<file path="config.mk">
export PLATFORM = sky130hd
export DESIGN_NAME = sequence_error_accumulator
export DESIGN_NICKNAME = d
export VERILOG_FILES = /design/src/rtl/sequence_error_accumulator.sv
export SDC_FILE = /design/constraint.sdc
export NUM_CORES = 1
export LEC_CHECK = 0
export ABC_AREA = 1
export CAP_MARGIN = 15
export CORE_MARGIN = 5
export CORE_UTILIZATION = 46
export DETAILED_ROUTE_END_ITERATION = 10
export MAX_ROUTING_LAYER = met4
export PLACE_DENSITY = 0.68
export REMOVE_ABC_BUFFERS = 1
export SLEW_MARGIN = 20
export SYNTH_ARGS = -nofsm -noshare
export SYNTH_HDL_FRONTEND = slang
export SYNTH_SLANG_ARGS = --single-unit
</file>
<file path="constraint.sdc">
create_clock -name iClock -period 6 [get_ports iClock]
set_input_delay 0.6 -clock iClock [delete_from_list [all_inputs] [get_ports iClock]]
set_output_delay 0.6 -clock iClock [all_outputs]
set_load 0.02 [all_outputs]
</file>
<file path="src/rtl/sequence_error_accumulator.sv">
// Steps through test sequences, waits a selectable settle time, then counts masked per-bit output mismatches.
// No stalls: DONE is entered 1+N*(L+1) cycles after iStart. iStall freezes SETTLE/ACCUM in place.
module sequence_error_accumulator #(
  parameter int NUM_OUTPUTS = 8,
  parameter int SUM_WIDTH   = 32,
  parameter int SEQ_WIDTH   = 8
) (
  input  logic                             iClock,
  input  logic                             iReset,
  input  logic                             iStart,
  input  logic                             iDoneProcessingFeedback,
  input  logic                             iStall,
  input  logic [SEQ_WIDTH-1:0]             iSequencesToProcess,
  input  logic [1:0]                       iClockChangeCyclesSelector,
  input  logic [NUM_OUTPUTS-1:0]           iCircuitOutput,
  input  logic [NUM_OUTPUTS-1:0]           iExpectedOutput,
  input  logic [NUM_OUTPUTS-1:0]           iValidOutput,
  output logic [SEQ_WIDTH-1:0]             oSeqIndex,
  output logic                             oReadyToProcess,
  output logic                             oDoneProcessing,
  output logic [NUM_OUTPUTS*SUM_WIDTH-1:0] oErrorSums,
  output logic [1:0]                       oState
);

  typedef enum logic [1:0] {
    IDLE   = 2'd0,
    SETTLE = 2'd1,
    ACCUM  = 2'd2,
    DONE   = 2'd3
  } state_t;

  localparam logic [SEQ_WIDTH-1:0] SEQ_ONE = SEQ_WIDTH'(1);
  localparam logic [SUM_WIDTH-1:0] SUM_ONE = SUM_WIDTH'(1);
  localparam logic [SUM_WIDTH-1:0] SUM_MAX = '1;

  state_t                 state_q, state_d;
  logic [SEQ_WIDTH-1:0]   seq_index_q;
  logic [SEQ_WIDTH-1:0]   seq_count_q;
  logic [1:0]             sel_q;
  logic [7:0]             settle_cnt_q;
  logic [SUM_WIDTH-1:0]   sums_q [NUM_OUTPUTS];
  logic                   ready_q;
  logic                   done_q;
  logic [NUM_OUTPUTS-1:0] hit;
  logic                   last_seq;

  // Counter holds L-1 so that SETTLE lasts exactly L unstalled cycles.
  function automatic logic [7:0] settle_reload(input logic [1:0] sel);
    case (sel)
      2'd0:    settle_reload = 8'd3;
      2'd1:    settle_reload = 8'd15;
      2'd2:    settle_reload = 8'd63;
      default: settle_reload = 8'd255;
    endcase
  endfunction

  assign hit      = iValidOutput & (iCircuitOutput ^ iExpectedOutput);
  assign last_seq = (seq_index_q == seq_count_q - SEQ_ONE);

  always_comb begin
    state_d = state_q;
    case (state_q)
      IDLE:    if (iStart) state_d = (iSequencesToProcess == '0) ? DONE : SETTLE;
      SETTLE:  if (!iStall && settle_cnt_q == 8'd0) state_d = ACCUM;
      ACCUM:   if (!iStall) state_d = last_seq ? DONE : SETTLE;
      DONE:    if (iDoneProcessingFeedback) state_d = IDLE;
      default: state_d = IDLE;
    endcase
  end

  always_ff @(posedge iClock) begin
    if (iReset) begin
      state_q      <= IDLE;
      seq_index_q  <= '0;
      seq_count_q  <= '0;
      sel_q        <= 2'd0;
      settle_cnt_q <= 8'd0;
      ready_q      <= 1'b1;
      done_q       <= 1'b0;
      for (int b = 0; b < NUM_OUTPUTS; b++) sums_q[b] <= '0;
    end else begin
      state_q <= state_d;
      ready_q <= (state_d == IDLE);
      done_q  <= (state_d == DONE);
      case (state_q)
        IDLE: begin
          if (iStart) begin
            seq_index_q  <= '0;
            seq_count_q  <= iSequencesToProcess;
            sel_q        <= iClockChangeCyclesSelector;
            settle_cnt_q <= settle_reload(iClockChangeCyclesSelector);
            for (int b = 0; b < NUM_OUTPUTS; b++) sums_q[b] <= '0;
          end
        end
        SETTLE: begin
          if (!iStall && settle_cnt_q != 8'd0) settle_cnt_q <= settle_cnt_q - 8'd1;
        end
        ACCUM: begin
          if (!iStall) begin
            // Saturate rather than wrap so a long run never reports a small sum.
            for (int b = 0; b < NUM_OUTPUTS; b++) begin
              if (hit[b] && sums_q[b] != SUM_MAX) sums_q[b] <= sums_q[b] + SUM_ONE;
            end
            if (!last_seq) begin
              seq_index_q  <= seq_index_q + SEQ_ONE;
              settle_cnt_q <= settle_reload(sel_q);
            end
          end
        end
        default: ;
      endcase
    end
  end

  for (genvar g = 0; g < NUM_OUTPUTS; g++) begin : g_sums
    assign oErrorSums[g*SUM_WIDTH +: SUM_WIDTH] = sums_q[g];
  end

  assign oSeqIndex       = seq_index_q;
  assign oReadyToProcess = ready_q;
  assign oDoneProcessing = done_q;
  assign oState          = state_q;

endmodule

</file>
==> impl_metrics.toml, run 1 <==
[run_status]
status = "completed"

[timing]
rsz0062_at_grt = "false"
period_needed_ps = 3700
relSlewSlack_pct = 40.6
finalMaxSlewViolations = 0
whs_ps = 481
clock_skew_ps = 19.0
hold_violations = 0
fin_crit_sh_pct = 61.7
tns_ps = 0
max_freq_ghz = 0.270
final-setup-viol-count = 0
worstMarginPinSlew_ps = 888

[flow_run]
max-cap-violations = 0

[global_route]
antenna_found_initial = 4
grt_overflow = 0
grt_max_degree = 34
grt_pass1_vias = 14205
grt_pass1_wl_mm = 72.5
grt_usage_pct = 21.9

[placed_design]
portBuffers = 306
hpwl_mm = 33.6
routabilityCongestion = 0.898

[cts]
cts_tree = "done"
hold_buffers = 0
h-tree-depth = 2
cts_buffers = 35
insertion_delay_ps = 510
clk_pin_slew_worst_paths_ps = 60
cts_setup_buffers = 0
root_buffer = "clkbuf_16"
cts_resized = 0
cts_sinks = 286
cts_buffer_depth = 3

[pwr]
p_clk_share_pct = 40.0
seq_power_share_pct = 46.2
power_density_mw_per_mm2 = 244
switching_share_pct = 26.7
internal_power_w = 0.00382
p_sw_w = 0.00140
leakagePower_nw = 7.71
p_comb_share_pct = 13.8
peakVddDrop_uv = 173

[drt]
vias_per_cell = 5.21
dr_total_vias = 14972
wl_per_cell_um = 15.8
firstDrtPassIters = 5
wl_mm = 45.4
drt_iter0_markers = 772
drc_errors = 0
ant_nets = 0

[logic_synthesis]
ys_async_sr_fraction_pct = 0
yosys-top-cells-area = "edfxtp_1 (40%), nand2_1 (8.8%), nor2_1 (7.7%)"
synth-main-ff-cell = "edfxtp_1"
yosysUniqueCellTypes = 50
syn_avg_cell_area_sq_um = 8.15
syn_inst = 2060
synth-seq-area-share_pct = 47.5
yosysTopAreaCell = "edfxtp_1"
synth_seq_cells = 286
yosysTopAreaCellShare_pct = 40.1
synth_edf_count = 224
synth_warnings = 0
synth_area_sq_mm = 0.0168

[critical_path]
crit_path_max_fanout = 33
cpMostUsedCell = "nand2_1"
crit_chain = "ha_1 > nand4_1 > nor4_4 > nand3_1 > nor2_1 > nand2_1 > o21ai_4 > nand2_1 > buf_4"
crit_path_end_kind = "flop"
critical_path.max_stage_delay_ps = 720
startpoint_type = "flop"
cp_slowest_cell = "o21ai_4"
arrival_ps = 3940
critPathRequiredTime_ps = 6240
path_class = "flop to flop"

[die]
core-area_sq_mm = 0.0363
initial_core_util_pct = 46.2
die_w_um = 201
die_area_sq_mm = 0.0404
die_height_um = 201
num_rows = 70
io_pins = 307

[min_path]
hp-class = "flop to flop"

[layout]
fin_nets = 2433
drive_above_1_share_pct = 5.91
finish.utilization_pct = 58.8
synthToLayoutAreaGrowth_pct = 27.4
registers in the layout, indices dropped and copies added (netlist names):
signal and count:
sums_q 256, sel_q 2, oSeqIndex 8, seq_count_q 8, oDoneProcessing 1, oReadyToProcess 1, settle_cnt_q 8, oState 2
cell usage in the layout, fill, tap and decap left out, types with 3 or more instances in the layout:
master	Yosys	layout
nand2_1	395	395
nor2_1	344	343
clkdlybuf4s50_1	0	306
inv_1	276	276
edfxtp_1	224	224
nor3_1	107	107
a21oi_1	100	100
nand3_1	83	83
xor2_1	79	79
dfxtp_1	62	62
nand4_1	58	58
xnor2_1	57	57
o21ai_0	48	48
clkbuf_16	0	37
nor3b_1	36	36
or2_2	26	28
nor4_1	19	19
nor2_2	16	17
ha_1	16	16
clkinv_2	0	11
buf_4	12	11
nand3b_1	10	10
a31oi_1	8	8
clkinv_1	2	8
nand2_2	6	6
nand3_2	6	6
o22ai_1	5	5
diode_2	0	4
nor2_4	4	4
nor3_2	4	4
nand4_2	3	3
and3_1	3	3
a22o_1	3	3
clkbuf_1	8	3
bufinv_16	0	3
cell type report:
class                      count  area [sq um]
multi-input combinational   1459          7500
antenna                        4          10.0
clock buffer                  41           951
sequential                   286          7970
clock inverter                21           175
fill                        3253         15000
tap                          468           586
timing repair buffer         317          3150
inverter                     279          1050
layer usage:
layer	vias to the layer above	share of wire (%)	global-route usage (%)
met3	67	7.6	4.78
li1	7474	-	-
met5	-	0	-
met1	6972	45	29.4
met4	0	2.2	5.48
met2	459	46	34.2
metrics by stage:
stage / std cells / cell area, sq um / power [W] / setup slack [ps]
after floorplan: 2024 / 16500 / 0.00281 / 2460
after CTS: 2871 / 21400 / 0.00527 / 2300
final: 2875 / 21400 / 0.00522 / 2300
after global routing: 2875 / 21400 / 0.00544 / 2050
after detailed placement: 2809 / 20300 / 0.00317 / 2280
after global placement: 2809 / 20300 / 0.00316 / 2360
cell usage after synthesis, drive strengths merged, types with 5 or more instances:
cell and number:
inv 277, ha 16, edfxtp 224, nand3 89
clkbuf 8, a31oi 8, nor4 20, xor2 79
or2 30, o22ai 5, nand2 401, buf 28
nor3b 37, o21ai 52, nand3b 10, nor3 111
dfxtp 62, nand4 61, a21oi 100, nor2 364
xnor2 57
power by group through the flow:
stage                     Clock [W]  Combinational (W)  Sequential, W
after floorplan                   0           0.000271        0.00254
after global placement            0           0.000712        0.00244
after detailed placement          0           0.000721        0.00245
after CTS                   0.00214           0.000724        0.00241
after global routing        0.00223           0.000782        0.00243
final                       0.00209           0.000721        0.00241
logic make-up after synthesis:
kind of cell	synth area share, %
AO/OA/AOI/OAI	5.72
XOR/XNOR	7.10
adder cells (fa/ha/maj)	1.19
flip-flops	47.5
buffers and inverters	7.84
AND/OR/NAND/NOR	30.7
worst paths after layout:
| check | slack (ps) | cells after the start | startpoint | end |
|---|---|---|---|---|
| max | 2300 | 9 | sums_q[1][32]$_SDFFCE_PN0P_ | sums_q[1][39]$_SDFFCE_PN0P_ |
| min | 480 | 2 | seq_count_q[7]$_SDFFE_PP0P_ | seq_count_q[7]$_SDFFE_PP0P_ |
| max reg2reg | 2300 | 9 | sums_q[1][32]$_SDFFCE_PN0P_ | sums_q[1][39]$_SDFFCE_PN0P_ |
| min reg2reg | 480 | 2 | seq_count_q[7]$_SDFFE_PP0P_ | seq_count_q[7]$_SDFFE_PP0P_ |
critical path, delay by kind of cell, from the launching register on:
kind | cells | cell delay, ps
AOI/OAI and AO/OA | 1 | 720
adders and majority gates | 1 | 230
DFF | 1 | 400
buffers and inverters | 1 | 400
and+or+nand+nor | 6 | 1680
Note: power is estimated with default switching activity, not from simulation.
==> inputs of run 2 (changes only) <==
--- a/config.mk
+++ b/config.mk
@@ -11,7 +11,7 @@
 export CORE_UTILIZATION = 46
 export DETAILED_ROUTE_END_ITERATION = 10
 export MAX_ROUTING_LAYER = met4
-export PLACE_DENSITY = 0.68
+export PLACE_DENSITY = 0.7
 export REMOVE_ABC_BUFFERS = 1
 export SLEW_MARGIN = 20
 export SYNTH_ARGS = -nofsm -noshare
==> constraint.sdc (replaced) <==
create_clock -name iClock -period 3.27 [get_ports iClock]
set_input_delay 0.327 -clock iClock [delete_from_list [all_inputs] [get_ports iClock]]
set_output_delay 0.327 -clock iClock [all_outputs]
set_load 0.02 [all_outputs]
==> run 2 against run 1 <==
  * Global-route usage grew 0.20 points
  * Highest routed layer unchanged
  * Maximum frequency is 32% higher
  * Cell count up 0.59%
  * Worst setup slack worse by 1800 ps
  * Cell area grew 0.55%
  * Critical path type unchanged
  * Wire length decreased by 0.17%
  * Via count is 0.41% lower
  * Clock power rose by 84%
==> impl_metrics.toml, run 2 (synthesized netlist as in run 1, its figures left out) <==
[die]
initial_core_util_pct = 46.2
io_pins = 307
die_height_um = 201
die_w_um = 201
core-area_sq_mm = 0.0363
num_rows = 70
die_area_sq_mm = 0.0404

[drt]
vias_per_cell = 5.16
drt_iter0_markers = 863
wl_mm = 45.3
drc_errors = 0
firstDrtPassIters = 5
ant_nets = 0
dr_total_vias = 14911
wl_per_cell_um = 15.7

[global_route]
antenna_found_initial = 8
grt_max_degree = 33
grt_pass1_vias = 14418
grt_overflow = 0
grt_usage_pct = 22.1
grt_pass1_wl_mm = 73.4

[critical_path]
crit_path_max_fanout = 22
startpoint_type = "flop"
cpMostUsedCell = "nand2_1"
critPathBufInv = 1
critical_path.max_stage_delay_ps = 400
arrival_ps = 3050
path_delay_family = "simple AND/OR/NAND/NOR gates"
cp_slowest_cell = "edfxtp_1"
critPathRequiredTime_ps = 3520
crit_chain = "ha_1 > nand4_1 > nor4_4 > nand3_1 > nor2_1 > nand2_1 > o21ai_4 > nand2_1 > buf_12"
path_class = "flop to flop"
crit_path_end_kind = "flop"

[timing]
fin_ws_ps = 465
final-setup-viol-count = 0
worstMarginPinSlew_ps = 723
relSlewSlack_pct = 51.7
rsz0062_at_grt = "false"
period_needed_ps = 2800
max_freq_ghz = 0.357
fin_crit_sh_pct = 85.8
hold_violations = 0
finalMaxSlewViolations = 0
clock_skew_ps = 11.4

[cts]
cts_setup_buffers = 0
cts_tree = "done"
insertion_delay_ps = 500
cts_sinks = 286
clk_pin_slew_worst_paths_ps = 60
root_buffer = "clkbuf_16"
cts_buffers = 35
cts_resized = 0
cts_buffer_depth = 3
hold_buffers = 0
h-tree-depth = 2

[placed_design]
routabilityCongestion = 0.901
pre_cts_ws_ps = 460
hpwl_mm = 33.7
portBuffers = 306

[run_status]
status = "completed"

[layout]
top_register = "sums_q"
largest_reg_flops = 256
final_cell_mix = "nand2_1 (395), nor2_1 (342), clkdlybuf4s50_1 (306)"
drive_above_1_share_pct = 6.09
synthToLayoutAreaGrowth_pct = 28.1
layout_commonest_cell = "nand2_1"
fin_nets = 2444
fillers = 3276
finish.utilization_pct = 59.2

[min_path]
hp-class = "input port to flop"

[pwr]
peakVddDrop_uv = 448
power_density_mw_per_mm2 = 446
leakagePower_nw = 7.75

[flow_run]
max-cap-violations = 0
-- run 2: changes by cell type in the layout (fill, tap and decap cells not counted) --
cell,delta
or2_2,-2
nor2_1,-1
clkbuf_1,+10
clkinv_1,-4
clkinv_2,-8
or2_1,+2
clkbuf_8,+4
buf_4,+10
diode_2,+5
bufinv_16,-1
nor2_2,+1
buf_12,+1
-- run 2: path summary, 6_finish.rpt --
kind | from | cells after the start | slack (ps) | endpoint
setup / recovery | sums_q[1][32]$_SDFFCE_PN0P_ | 9 | 470 | sums_q[1][62]$_SDFFCE_PN0P_
setup reg to reg | sums_q[1][32]$_SDFFCE_PN0P_ | 9 | 470 | sums_q[1][62]$_SDFFCE_PN0P_
hold / removal | iSequencesToProcess[7] | 3 | 440 | seq_count_q[7]$_SDFFE_PP0P_
hold reg to reg | sel_q[1]$_SDFFE_PP0P_ | 2 | 480 | sel_q[1]$_SDFFE_PP0P_
-- run 2: where the power goes --
part           total, W  internal (W)  switching, W
combinational   0.00132      0.000557      0.000766
sequential      0.00442       0.00416      0.000264
clock           0.00384       0.00235       0.00149
total           0.00958       0.00706       0.00252
-- run 2: per-stage QoR --
stage | instances | instance area (sq um) | power [W] | hold slack [ps] | TNS [ps]
after floorplan | 2024 | 16500 | 0.00516 | 396 | -11210
after global placement | 2820 | 20300 | 0.00580 | 461 | 0
after detailed placement | 2820 | 20300 | 0.00582 | 465 | 0
after CTS | 2883 | 21500 | 0.00969 | 404 | 0
after global routing | 2891 | 21500 | 0.0100 | 458 | 0
final | 2892 | 21500 | 0.00958 | 435 | 0
-- run 2: cell type report --
type / instances / area, sq um / share of cell area (%)
clock buffer: 55 / 1040 / 4.85
multi-input combinational: 1459 / 7510 / 34.9
sequential: 286 / 7970 / 37.1
inverter: 279 / 1050 / 4.87
antenna: 9 / 22.5 / 0.105
tap: 468 / 586 / 2.72
timing repair buffer: 328 / 3240 / 15.1
clock inverter: 8 / 90.1 / 0.419
-- run 2: layer usage --
layer	global-route usage, %	vias to the layer above	wire length (um)
met5	-	-	0
met2	35.1	433	20800
met1	28.9	6937	19900
met4	5.11	0	922
met3	5.36	66	3660
li1	-	7475	-
-- run 2: worst min-delay path: stages --
cell             delay, ps
clkdlybuf4s50_1        400
inv_1                   70
o21ai_0                 80
==> inputs of run 3 (changes only) <==
--- a/config.mk
+++ b/config.mk
@@ -13,6 +13,7 @@
 export MAX_ROUTING_LAYER = met4
 export PLACE_DENSITY = 0.7
 export REMOVE_ABC_BUFFERS = 1
+export SKIP_LAST_GASP = 1
 export SLEW_MARGIN = 20
 export SYNTH_ARGS = -nofsm -noshare
 export SYNTH_HDL_FRONTEND = slang
==> results of run 3 <==
Final layout, timing and power as in run 2 (identical DEF).
